--- src/rtl/mips_run_ctrl.sv ---
// Run/halt/step sequencer driving the commit enable of the single-cycle MIPS core.
// Define MIPS_CTRL_BREAKPOINT_EN to enable the optional PC breakpoint.
module mips_run_ctrl #(
  parameter int unsigned CNT_W      = 32,
  parameter int unsigned MAX_CYCLES = 1024
) (
  input  logic             clock,
  input  logic             reset,
  input  logic             start,
  input  logic             step,
  input  logic             halt_req,
  input  logic [31:0]      pc_in,
  input  logic [31:0]      ula_in,
  input  logic             bp_valid,
  input  logic [31:0]      bp_addr,
  output logic             core_en,
  output logic [1:0]       state,
  output logic [1:0]       halt_reason,
  output logic [CNT_W-1:0] instr_count,
  output logic [31:0]      last_pc,
  output logic [31:0]      last_ula
);

  typedef enum logic [1:0] {
    ST_IDLE = 2'd0,
    ST_RUN  = 2'd1,
    ST_STEP = 2'd2,
    ST_HALT = 2'd3
  } state_e;

  localparam logic [1:0] RSN_CMD   = 2'd0;
  localparam logic [1:0] RSN_BP    = 2'd1;
  localparam logic [1:0] RSN_LOOP  = 2'd2;
  localparam logic [1:0] RSN_LIMIT = 2'd3;

  localparam logic [CNT_W-1:0] LIMIT    = CNT_W'(MAX_CYCLES);
  localparam bit               LIMIT_EN = (MAX_CYCLES != 0);

  state_e           state_q, state_d;
  logic [1:0]       reason_q, reason_d;
  logic [CNT_W-1:0] cnt_q, cnt_d, cnt_inc_c;
  logic [31:0]      last_pc_q, last_pc_d;
  logic [31:0]      last_ula_q, last_ula_d;
  logic             ppv_q, ppv_d;
  logic             bp_hit_c;
  logic             self_loop_c;
  logic             limit_c;

`ifdef MIPS_CTRL_BREAKPOINT_EN
  logic bp_skip_q, bp_skip_d;

  assign bp_hit_c = (state_q == ST_RUN) && bp_valid && (pc_in == bp_addr) && !bp_skip_q;

  // Skip is armed on resume from HALT so the core can move past the breakpoint PC.
  always_comb begin
    bp_skip_d = bp_skip_q;
    if (core_en) begin
      bp_skip_d = 1'b0;
    end
    if ((state_q == ST_HALT) && !halt_req && (step || start)) begin
      bp_skip_d = 1'b1;
    end
  end

  always_ff @(posedge clock or posedge reset) begin
    if (reset) begin
      bp_skip_q <= 1'b0;
    end else begin
      bp_skip_q <= bp_skip_d;
    end
  end
`else
  logic unused_bp_c;
  assign unused_bp_c = ^{bp_valid, bp_addr};
  assign bp_hit_c    = 1'b0;
`endif

  assign cnt_inc_c   = (&cnt_q) ? cnt_q : cnt_q + CNT_W'(1);
  assign self_loop_c = ppv_q && (pc_in == last_pc_q);
  assign limit_c     = LIMIT_EN && (cnt_inc_c == LIMIT);

  always_comb begin
    state_d    = state_q;
    reason_d   = reason_q;
    cnt_d      = cnt_q;
    last_pc_d  = last_pc_q;
    last_ula_d = last_ula_q;
    ppv_d      = ppv_q;
    core_en    = ((state_q == ST_RUN) || (state_q == ST_STEP)) && !bp_hit_c;

    if (core_en) begin
      cnt_d      = cnt_inc_c;
      last_pc_d  = pc_in;
      last_ula_d = ula_in;
      ppv_d      = 1'b1;
    end

    unique case (state_q)
      ST_IDLE, ST_HALT: begin
        if (!halt_req) begin
          if (step) begin
            state_d = ST_STEP;
            ppv_d   = 1'b0;
          end else if (start) begin
            state_d = ST_RUN;
            ppv_d   = 1'b0;
          end
        end
      end
      ST_RUN: begin
        // A breakpoint hit suppresses the commit; other exits let it commit.
        if (bp_hit_c) begin
          state_d  = ST_HALT;
          reason_d = RSN_BP;
        end else if (halt_req) begin
          state_d  = ST_HALT;
          reason_d = RSN_CMD;
        end else if (self_loop_c) begin
          state_d  = ST_HALT;
          reason_d = RSN_LOOP;
        end else if (limit_c) begin
          state_d  = ST_HALT;
          reason_d = RSN_LIMIT;
        end
      end
      ST_STEP: begin
        state_d  = ST_HALT;
        reason_d = RSN_CMD;
      end
      default: state_d = ST_IDLE;
    endcase
  end

  always_ff @(posedge clock or posedge reset) begin
    if (reset) begin
      state_q    <= ST_IDLE;
      reason_q   <= RSN_CMD;
      cnt_q      <= '0;
      last_pc_q  <= '0;
      last_ula_q <= '0;
      ppv_q      <= 1'b0;
    end else begin
      state_q    <= state_d;
      reason_q   <= reason_d;
      cnt_q      <= cnt_d;
      last_pc_q  <= last_pc_d;
      last_ula_q <= last_ula_d;
      ppv_q      <= ppv_d;
    end
  end

  assign state       = state_q;
  assign halt_reason = reason_q;
  assign instr_count = cnt_q;
  assign last_pc     = last_pc_q;
  assign last_ula    = last_ula_q;

endmodule

--- config.mk ---
export PLATFORM = sky130hd
export DESIGN_NAME = mips_run_ctrl
export DESIGN_NICKNAME = d
export VERILOG_FILES = /design/src/rtl/mips_run_ctrl.sv
export SDC_FILE = /design/constraint.sdc
export NUM_CORES = 1
export LEC_CHECK = 0
export CAP_MARGIN = 10
export CORE_UTILIZATION = 49
export DETAILED_ROUTE_END_ITERATION = 8
export DONT_BUFFER_PORTS = 1
export PLACE_DENSITY = 0.75
export SYNTH_ARGS = -nofsm -noshare
export SYNTH_HDL_FRONTEND = slang
export SYNTH_SLANG_ARGS = --single-unit
export TNS_END_PERCENT = 10
--- constraint.sdc ---
create_clock -name clock -period 10.5 [get_ports clock]
set_input_delay 3.15 -clock clock [delete_from_list [all_inputs] [get_ports clock]]
set_output_delay 3.15 -clock clock [all_outputs]
set_load 0.02 [all_outputs]
-- Yosys cells after proc, flatten, opt, wreduce, memory -nomap -nowiden
Index checks and enable logic that the tools add are counted.
- register bits: 101
- bits in latches: 0
- memory bits (writable): 0
- memory bits (read-only): 0
- input port bits: 102
- memories: 0
- add/subtract/negate cells: 1
- multiply operators: 0
- divide/modulo/power cells: 0
- magnitude comparators: 0
- eq/ne operators: 8
- shift operators: 0
- muxes and demuxes: 16
- bitwise operators: 0
- reductions and logical operators: 8
- operators with widths (cell ; count):
    32-bit by 1-bit adder with 32-bit output, second input constant ; 1
    32-bit by 11-bit equality test with 1-bit output, second input constant ; 1
    32-bit equality test ; 1
    32-bit 2-to-1 mux ; 1
    32-bit AND reduction ; 1
    2-bit 2-to-1 mux ; 8
    2-bit case mux with 3 select lines ; 1
    1-bit 2-to-1 mux ; 5
    2-bit equality test, second input constant ; 2
    4-bit != test, second input constant ; 1
    2-bit case mux with 2 select lines ; 1
    3-bit != test, second input constant ; 1
    3-bit AND reduction ; 1
    2-bit by 1-bit equality test with 1-bit output, second input constant ; 1
    2-bit logical NOT ; 1
    2-bit != test, second input constant ; 1
    2-bit AND reduction ; 1
    2-bit nonzero test ; 1
    2-bit OR reduction ; 1
    1-bit logical AND ; 1
    1-bit logical OR ; 1

-- Depth between registers and ports, before layout
Gate-level depths: netlist (run 1).
- word-level depth: 7
- mapped depth: 11

-- Worst setup path after synthesis (run 1)
Ideal clock, no wire load.
- path type: input to register
- start: input pc_in[8]
- end: register state_q[1], in the netlist state[1]
- arrival: 4.626 ns
- data required time: 10.374 ns
- setup slack: 5.748 ns
- cell stages on the path: 9
- buffers on the path: 0
- path through: xor2_1 > nor4_1 > nand2_1 > nor3_1 > nand4_1 > o211a_1 > o21ai_0 > a31oi_1 > o311a_1
- word-level cells in the longest chain between the ends: 5
- elaborated cells on any way between the ends: 7
- those cells by class: eq/ne: 2; mux: 3; reduce/logical: 2
- ends and longest elaborated chain (what ; RTL line ; text):
    start: declaration ; 12 ; input logic [31:0] pc_in,
    32-bit equality test * ; 79 ; assign self_loop_c = ppv_q && (pc_in == last_pc_q);
    1-bit logical AND * ; 79 ;
    2-bit 2-to-1 mux ; 118 ; end else if (self_loop_c) begin
    2-bit 2-to-1 mux ; 115 ; end else if (halt_req) begin
    2-bit case mux with 3 select lines ; 98 ; unique case (state_q)
    end signal: assignment ; 143 ; state_q <= state_d;
    end: declaration ; 39 ; state_e state_q, state_d;
Every way passes the cells marked *; elsewhere a longest branch is shown, timed or not.
A chain may end at the register's enable or synchronous reset.

-- Worst setup path after layout (run 1)
- start: register state_q[0], in the netlist state[0]
- end: output core_en
- word-level cells in the longest chain between the ends: 2
- elaborated cells on any way between the ends: 3
- those cells by class: eq/ne: 2; reduce/logical: 1
- ends and longest elaborated chain (what ; RTL line ; text):
    2-bit by 1-bit equality test with 1-bit output / 2-bit equality test (equally long branches) ; 89 ; core_en = ((state_q == ST_RUN) || (state_q == ST_STEP)) && !bp_hit_c;
    1-bit logical OR * ; 89 ;
    end: declaration ; 16 ; output logic core_en,
Marked as above.

==> metrics.yaml, run 1 <==
drive_gt1_share_pct: 21.29
comb_power_share_pct: 31.7
synth_flop_cell: "dfrtp_1"
layout.nets: 565
max-slew-margin-rel_pct: 41.14
tritoncts: "done"
path_common_cell: "inv_1"
p_leak_nw: 2.218
grtUsageTotal_pct: 22.31
synth-compound-area-share_pct: 5.088
finalSetupTns_ns: 0
num_vias: 3570
switching_share_pct: 43.70
dp_hpwl_um: 8663
hp-class: "flop to flop"
cp.arrival_ns: 2.32
synthArstFlopShare_pct: 100.0
total_power_w: 0.001619
mostFrequentLayoutCells: "dfrtp_1, mux2_2, xnor2_1, xor2_1, nand2_1"
pre_cts_ws_ns: 5.395
grt_start_max_net_pins: 75
finalMaxSlewViolations: 0
ys_seq_area_share_pct: 48.48
rsz0062_at_grt: "false"
maxCapViolCount: 0
internal-power_w: 0.0009116
diodes: 0
period_needed_ns: 5.470
ys.warnings.count: 0
synth-xor-area-share_pct: 11.76
power_switching_w: 0.0007075
drt-total-wl_um: 11860
min_period_over_period_pct: 52.10
area_delta_synth_final_pct: 5.592
antenna_found_initial: 0
synthAdderAreaFrac_pct: 0.7199
die_y_um: 105.2
drt_iter0_drc: 163
crit_type: "flop to output pin"
max_clock_freq_ghz: 0.1828
clkLatencyLatePin_ns: 0.38
drc_errors: 0
cts_hold_buf: 0
grt_pass1_vias: 3674
cts_sinks: 101
p_clk_share_pct: 14.5
core.rowCount: 37
setup_slack_ns: 5.030
synthSimpleGateAreaFrac_pct: 16.80
synth.cell_area_um2: 5214
htreeDepth: 3
portBuffers: 0
finalHoldViolations: 0
synth_top_family_by_area: "simple AND/OR/NAND/NOR gates"
path_cells: "inv_1 -> ha_4 -> inv_1"
numCtsBuffers: 9
initial_core_util_pct: 50.50
setup_viol: 0
gp_congestion: 0.9065
clk_pin_slew_ns: 0.09
grt_pass1_wl_um: 18890
dieArea_um2: 11060
cpMaxStageDelayCell: "ha_4"
cts_resized: 0
final_common_cell: "dfrtp_1"
synth_cell_types: 53
core_area_um2: 10320
die_w_um: 105.2
fin_skew_ns: 0.01333
status: "finished clean"
ys_ff_latch: 101
sequentialPowerShare_pct: 53.9
cp-end-kind: "output pin"
multi_input_area_um2: 2577
io_pins: 203
synth_mux_area_share_pct: 14.83
synth.net_count: 573
worstMarginPinSlew_ns: 0.8829
start_kind: "flop"
powerDensity_nw_per_um2: 294.1
cp_slowest_stage_delay_ns: 0.88
postCtsSetupRepairBufs: 0
synth_edf_count: 0
grt_overflow: 0
wl_per_cell_um: 19.73
ir_worst_vdd_mv: 0.1952
seqCellArea_um2: 2527
n_fill_cell: 892
cp_max_fo: 74
synthCells: 468
antenna_left: 0
clockRootBuffer: "clkbuf_8"
avgSynthCellArea_um2: 11.14
drtPass1Iterations: 4
vias_per_cell: 5.940
required_ns: 7.35
ctsLongestPathBuffers: 2
-- final cells by class --
cell class | instances | area share, %
Sequential cell | 101 | 45.91
Clock buffer | 9 | 2.250
Multi-Input combinational cell | 338 | 46.82
Clock inverter | 7 | 1.068
Timing Repair Buffer | 2 | 0.2727
Inverter | 8 | 0.5909
Tap cell | 136 | 3.091
-- through the flow --
stage | hold WS, ns | std cells | utilization [%] | area [µm²]
floorplan | 0.4706 | 468 | - | 5214
CTS | 0.5286 | 600 | 53.25 | 5498
global route | 0.5762 | 601 | 53.33 | 5505
detailed placement | 0.5013 | 584 | 51.48 | 5315
global placement | 0.5003 | 584 | 51.48 | 5315
finish | 0.5258 | 601 | 53.33 | 5505
-- state kept, by name (all words and copies together) (netlist names) --
register     count
instr_count     32
state            2
last_pc         32
last_ula        32
halt_reason      2
ppv_q            1
-- path summary, 6_finish.rpt --
kind / start / to / slack (ns) / depth (start not counted)
min: ppv_q$_DFF_PP0_ / ppv_q$_DFF_PP0_ / 0.53 / 2
max: state[0]$_DFFE_PP0P_ / core_en / 5.03 / 3
max in group asynchronous: reset / state[0]$_DFFE_PP0P_ / 6.68 / 2
min in group asynchronous: reset / last_ula[16]$_DFFE_PP0P_ / 2.68 / 1
max reg2reg: instr_count[0]$_DFFE_PP0P_ / halt_reason[1]$_DFFE_PP0P_ / 6.79 / 10
min reg2reg: ppv_q$_DFF_PP0_ / ppv_q$_DFF_PP0_ / 0.53 / 2
-- synthesized netlist by cell type (all sizes together) (2+ instances only) --
library cell	n	share of area, %
a211oi	4	0.67
a21oi	7	0.74
a31oi	6	0.72
and2	3	0.36
and3	9	1.1
and4	6	1.0
buf	8	0.82
clkbuf	13	0.94
dfrtp	101	48
ha	3	0.72
inv	8	0.58
mux2	66	14
mux2i	3	0.58
nand2	31	2.2
nand3	31	3.3
nand4	11	1.4
nand4b	2	0.34
nor2	25	1.8
nor3	16	1.6
nor4	12	1.8
o2111ai	2	0.46
o21ai	9	0.86
o31ai	2	0.29
or2	2	0.24
or4	3	0.50
xnor2	35	5.9
xor2	35	5.9
-- logic make-up after synthesis --
family / count (synthesis)
buffers and inverters: 29
DFF: 101
AOI/OAI and AO/OA: 38
adders and majority gates: 3
xor gates and xnor gates: 70
muxes: 69
and+or+nand+nor: 158
-- power by group through the flow --
stage	logic (W)	clock network, W	registers [W]
2_1_floorplan	0.000452	0	0.000823
3_3_place_gp	0.000490	0	0.000875
3_5_place_dp	0.000514	0	0.000880
4_1_cts	0.000512	0.000243	0.000875
5_1_grt	0.000562	0.000254	0.000894
6_report	0.000513	0.000234	0.000872
-- critical path, delay by kind of cell (launching register included) --
kind	cells	cell delay [ns]
buffers and inverters	2	0.55
DFF	1	0.52
adders and majority gates	1	0.88
-- routing by layer --
layer  vias to the layer above  wire (µm)  track usage (%)
li1                       1649          -                -
met1                      1737       4528            25.26
met2                       162       5822            37.13
met3                        22       1191            7.673
met4                         0        313            11.77
met5                         -          0                0
No activity file was read; power rests on OpenSTA's default activity.
==> run 2, diff against run 1 <==
- PLACE_DENSITY: 0.75 -> 0.77
- clock period: 10.5 -> 4.4 ns (I/O delays scaled with it)
==> metrics.yaml, run 2 (same netlist as run 1, synthesis figures left out) <==
postCtsSetupRepairBufs: 0  # unchanged
initial_core_util_pct: 50.50  # unchanged
ir_worst_vdd_mv: 0.4932  # was 0.1952 mV
period_needed_ns: 3.703
vias_per_cell: 6.018  # was 5.940
status: "finished clean"  # unchanged
antenna_found_initial: 0  # unchanged
total_power_w: 0.003884  # was 0.001619 W
drc_errors: 0  # unchanged
r2r_start: "instr_count[0]$_DFFE_PP0P_"  # unchanged
drtPass1Iterations: 4  # unchanged
switching_share_pct: 43.80  # was 43.70%
r2r_cells: 10  # unchanged
core.rowCount: 37  # unchanged
wl_met1_um: 4564  # was 4528 µm
ctsLongestPathBuffers: 2  # unchanged
grtUsageTotal_pct: 22.73  # was 22.31%
rrSetupSlack_ns: 0.70  # was 6.79 ns
powerDensity_nw_per_um2: 702.9  # was 294.1 nW/µm²
n_fill_cell: 919  # was 892
area_delta_synth_final_pct: 5.976  # was 5.592%
dp_hpwl_um: 8945  # was 8663 µm
cp.arrival_ns: 3.97  # was 2.32 ns
mostFrequentLayoutCells: "dfrtp_1, mux2_2, xnor2_1, xor2_1, nand2_1"  # unchanged
clkLatencyLatePin_ns: 0.37  # was 0.38 ns
antenna_left: 0  # unchanged
diodes: 0  # unchanged
layout.nets: 567  # was 565
final_common_cell: "dfrtp_1"  # unchanged
maxCapViolCount: 0  # unchanged
p_leak_nw: 2.238  # was 2.218 nW
top_layer: "met4"  # unchanged
finalHoldViolations: 0  # unchanged
comb_power_share_pct: 31.7  # about the same
p_clk_share_pct: 14.8  # was 14.5%
postLayoutCoreUtil_pct: 53.52  # was 53.33%
crit_start: "instr_count[0]$_DFFE_PP0P_"  # was state[0]$_DFFE_PP0P_
grt_start_max_net_pins: 75  # unchanged
drive_gt1_share_pct: 21.63  # was 21.29%
crit_type: "flop to flop"  # was flop to output pin
max_clock_freq_ghz: 0.2701
gp_congestion: 0.9126  # was 0.9065
drt-total-wl_um: 12030  # was 11860 µm
cp_max_fo: 10  # was 74
power_switching_w: 0.001701  # was 0.0007075 W
postPlaceCellArea_um2: 5338  # was 5315 µm²
rr_endpoint: "halt_reason[1]$_DFFE_PP0P_"  # unchanged
finalSetupTns_ns: 0  # unchanged
cp-end-kind: "flop"  # was output pin
grt_pass1_vias: 3811  # was 3674
num_vias: 3629  # was 3570
pre_cts_ws_ns: 0.7442  # was 5.395 ns
cts_resized: 0  # unchanged
final_area_um2: 5525  # was 5505 µm²
setup.worst_path.end: "halt_reason[1]$_DFFE_PP0P_"  # was core_en
die_y_um: 105.2  # unchanged
grt_overflow: 0  # unchanged
dr_wl_met3_um: 1268  # was 1191 µm
start_kind: "flop"  # unchanged
required_ns: 4.66  # was 7.35 ns
sequentialPowerShare_pct: 53.5  # was 53.9%
worstMarginPinSlew_ns: 0.8853  # was 0.8829 ns
max-slew-margin-rel_pct: 40.98  # was 41.14%
dieArea_um2: 11060  # unchanged
internal-power_w: 0.002183  # was 0.0009116 W
cts_hold_buf: 0  # unchanged
core_area_um2: 10320  # unchanged
rsz0062_at_grt: "false"  # unchanged
numCtsBuffers: 9  # unchanged
io_pins: 203  # unchanged
dr_wl_met2_um: 5942  # was 5822 µm
setup_viol: 0  # unchanged
wl_per_cell_um: 19.95  # was 19.73 µm
tritoncts: "done"  # unchanged
die_w_um: 105.2  # unchanged
grt_pass1_wl_um: 19370  # was 18890 µm
setup_slack_ns: 0.6971  # was 5.030 ns
min_period_over_period_pct: 84.16
htreeDepth: 3  # unchanged
clk_pin_slew_ns: 0.11  # was 0.09 ns
clockRootBuffer: "clkbuf_8"  # unchanged
hp-class: "flop to flop"  # unchanged
drt_iter0_drc: 214  # was 163
cts_sinks: 101  # unchanged
portBuffers: 0  # unchanged
fin_skew_ns: 0.008794  # was 0.01333 ns
finalMaxSlewViolations: 0  # unchanged
run 2: cell count changes in the layout (fill, tap and decap cells not counted):
cell,before,now
buf_4,2,4
clkinvlp_4,4,2
inv_6,1,2
inv_8,1,2
run 2: layer usage:
| layer | GRT usage, % | vias to the layer above |
|---|---|---|
| li1 | - | 1664 |
| met1 | 26.17 | 1755 |
| met2 | 38.55 | 189 |
| met3 | 7.548 | 21 |
| met4 | 9.859 | 0 |
| met5 | 0 | - |
run 2: how the worst min path moves through the flow:
stage	from	to	slack (ns)	cells after the start
after floorplan	ppv_q$_DFF_PP0_	ppv_q$_DFF_PP0_	0.47	2
after global placement	ppv_q$_DFF_PP0_	ppv_q$_DFF_PP0_	0.52	2
after detailed placement	ppv_q$_DFF_PP0_	ppv_q$_DFF_PP0_	0.54	2
after CTS	ppv_q$_DFF_PP0_	ppv_q$_DFF_PP0_	0.57	2
after global routing	ppv_q$_DFF_PP0_	ppv_q$_DFF_PP0_	0.60	2
final	ppv_q$_DFF_PP0_	ppv_q$_DFF_PP0_	0.56	2
run 2: final cells by class:
| class | count | area, µm² | area share, % |
|---|---|---|---|
| clock buffer | 9 | 123.9 | 2.242 |
| sequential | 101 | 2527 | 45.74 |
| inverter | 8 | 32.53 | 0.5888 |
| timing repair buffer | 4 | 30.03 | 0.5435 |
| multi-input combinational | 338 | 2577 | 46.65 |
| tap | 136 | 170.2 | 3.080 |
| clock inverter | 7 | 63.81 | 1.155 |
run 2: per-stage QoR:
stage               std cells  hold WS, ns
finish                    603       0.5626
global route              603       0.5974
CTS                       603       0.5700
detailed placement        587       0.5361
global placement          587       0.5228
floorplan                 468       0.4706
run 2: power by group through the flow:
stage          registers [W]  logic [W]  clock network [W]
2_1_floorplan        0.00196    0.00108                  0
3_3_place_gp         0.00208    0.00118                  0
3_5_place_dp         0.00210    0.00125                  0
4_1_cts              0.00209    0.00125           0.000593
5_1_grt              0.00213    0.00134           0.000623
6_report             0.00208    0.00123           0.000574
run 2: worst max-delay path, cell delays in order (launching register included):
cell	delay, ns
dfrtp_1	0.59
ha_1	0.29
nand3_1	0.23
nor3_2	0.63
nand3_2	0.34
a211oi_1	0.31
a21oi_1	0.12
nor4_4	0.36
nand3_2	0.17
a21oi_2	0.22
mux2_1	0.34
==> run 3, diff against run 2 <==
- clock period: 4.4 -> 3.4 ns (I/O delays scaled with it)
==> metrics.yaml, run 3 (same netlist as run 1, synthesis figures left out) <==
fin_skew_ns: 0.009343  # was 0.008794 ns
period_needed_ns: 3.122  # was 3.703 ns
finalMaxSlewViolations: 0  # unchanged
core.rowCount: 37  # unchanged
drc_errors: 0  # unchanged
postPlaceCellArea_um2: 5654  # was 5338 µm²
ctsLongestPathBuffers: 2  # unchanged
layout.nets: 609  # was 567
maxCapViolCount: 0  # unchanged
grt_pass1_vias: 3963  # was 3811
powerDensity_nw_per_um2: 878.5  # was 702.9 nW/µm²
die_y_um: 105.2  # unchanged
p_leak_nw: 2.465  # was 2.238 nW
area_delta_synth_final_pct: 12.36  # was 5.976%
drtPass1Iterations: 4  # unchanged
antenna_left: 0  # unchanged
mostFrequentLayoutCells: "dfrtp_1, mux2_2, buf_4"  # was dfrtp_1, mux2_2, xnor2_1, xor2_1, nand2_1
min_period_over_period_pct: 91.81  # was 84.16%
clkLatencyLatePin_ns: 0.36  # was 0.37 ns
htreeDepth: 3  # unchanged
core_area_um2: 10320  # unchanged
whs_ns: 0.5617  # was 0.5626 ns
cp.arrival_ns: 3.37  # was 3.97 ns
grt_pass1_wl_um: 19980  # was 19370 µm
drt_iter0_drc: 216  # was 214
grt-busiest-layer: "met2"  # unchanged
initial_core_util_pct: 50.50  # unchanged
cp_max_fo: 7  # was 10
grtUsageTotal_pct: 23.19  # was 22.73%
vias_per_cell: 5.828  # was 6.018
gp_congestion: 0.9562  # was 0.9126
cts_resized: 0  # unchanged
final_cells: 645  # was 603
num_vias: 3759  # was 3629
ir_worst_vdd_mv: 0.5915  # was 0.4932 mV
finalSetupTns_ns: 0  # unchanged
use_met3_pct: 7.673  # was 7.548%
pre_cts_ws_ns: 0.2963  # was 0.7442 ns
drive_gt1_share_pct: 28.09  # was 21.63%
numCtsBuffers: 9  # unchanged
start_kind: "flop"  # unchanged
tritoncts: "done"  # unchanged
cts_sinks: 101  # unchanged
setup_slack_ns: 0.2784  # was 0.6971 ns
hp-class: "flop to flop"  # unchanged
dieArea_um2: 11060  # unchanged
setup_viol: 0  # unchanged
required_ns: 3.65  # was 4.66 ns
clockRootBuffer: "clkbuf_8"  # unchanged
worstMarginPinSlew_ns: 0.7976  # was 0.8853 ns
max_clock_freq_ghz: 0.3203  # was 0.2701 GHz
dp_hpwl_um: 9372  # was 8945 µm
final_area_um2: 5858  # was 5525 µm²
finalHoldViolations: 0  # unchanged
wl_per_cell_um: 19.07  # was 19.95 µm
portBuffers: 0  # unchanged
drt-total-wl_um: 12300  # was 12030 µm
cts_hold_buf: 0  # unchanged
postCtsSetupRepairBufs: 0  # unchanged
crit_type: "flop to flop"  # unchanged
antenna_found_initial: 0  # unchanged
die_w_um: 105.2  # unchanged
grt_overflow: 0  # unchanged
met1_usage_pct: 28.38  # was 26.17%
grt_use_met2_pct: 38.08  # was 38.55%
status: "finished clean"  # unchanged
diodes: 0  # unchanged
io_pins: 203  # unchanged
max-slew-margin-rel_pct: 46.83  # was 40.98%
clk_pin_slew_ns: 0.10  # was 0.11 ns
cp-end-kind: "flop"  # unchanged
grt_start_max_net_pins: 65  # was 75
rsz0062_at_grt: "false"  # unchanged
dp_cells: 629  # was 587
final_common_cell: "dfrtp_1"  # unchanged
run 3: changes by cell type in the layout (fill, tap and decap cells not counted), sizes merged:
cell and delta:
buf +42, inv -2, clkinv +1, bufinv +1
run 3: worst paths after layout:
kind	slack [ns]	cells past startpoint	startpoint	end
max in group asynchronous	2.19	2	reset	halt_reason[1]$_DFFE_PP0P_
worst max register to register	0.28	10	instr_count[1]$_DFFE_PP0P_	halt_reason[1]$_DFFE_PP0P_
min in group asynchronous	0.69	2	reset	last_pc[28]$_DFFE_PP0P_
worst min-delay path	0.56	2	ppv_q$_DFF_PP0_	ppv_q$_DFF_PP0_
worst min register to register	0.56	2	ppv_q$_DFF_PP0_	ppv_q$_DFF_PP0_
worst max-delay path	0.28	10	instr_count[1]$_DFFE_PP0P_	halt_reason[1]$_DFFE_PP0P_
run 3: cell type report:
class | instances | area, µm²
Clock buffer | 9 | 123.9
Clock inverter | 7 | 80.08
Fill cell | 869 | 4466
Inverter | 8 | 33.78
Multi-Input combinational cell | 338 | 2577
Sequential cell | 101 | 2527
Tap cell | 136 | 170.2
Timing Repair Buffer | 46 | 345.3
run 3: power by group:
group	leakage, nW	switching, W	internal (W)
Combinational	1.12	0.000829	0.000945
Clock	0.102	0.000432	0.000351
Sequential	1.24	0.000922	0.00167
Total	2.46	0.00218	0.00296
run 3: critical path, stage by stage, from the launching register on:
cell	delay, ns
dfrtp_1	0.37
ha_1	0.22
nand3_1	0.18
nor3_2	0.49
nand3_2	0.29
a211oi_1	0.27
a21oi_1	0.10
nor4_4	0.35
nand3_2	0.18
a21oi_2	0.23
mux2_1	0.33
run 3: routing by layer:
metal / part of all wire [%] / wire [µm]
met4: 2.0 / 244
met2: 49 / 6067
met1: 38 / 4713
met3: 10 / 1276
met5: 0 / 0
run 3: stage by stage:
stage / utilization [%] / total power, W
after floorplan: - / 0.003938
after global placement: 54.77 / 0.004305
after detailed placement: 54.77 / 0.004405
after CTS: 56.74 / 0.005198
after global routing: 56.74 / 0.005449
final: 56.74 / 0.005146
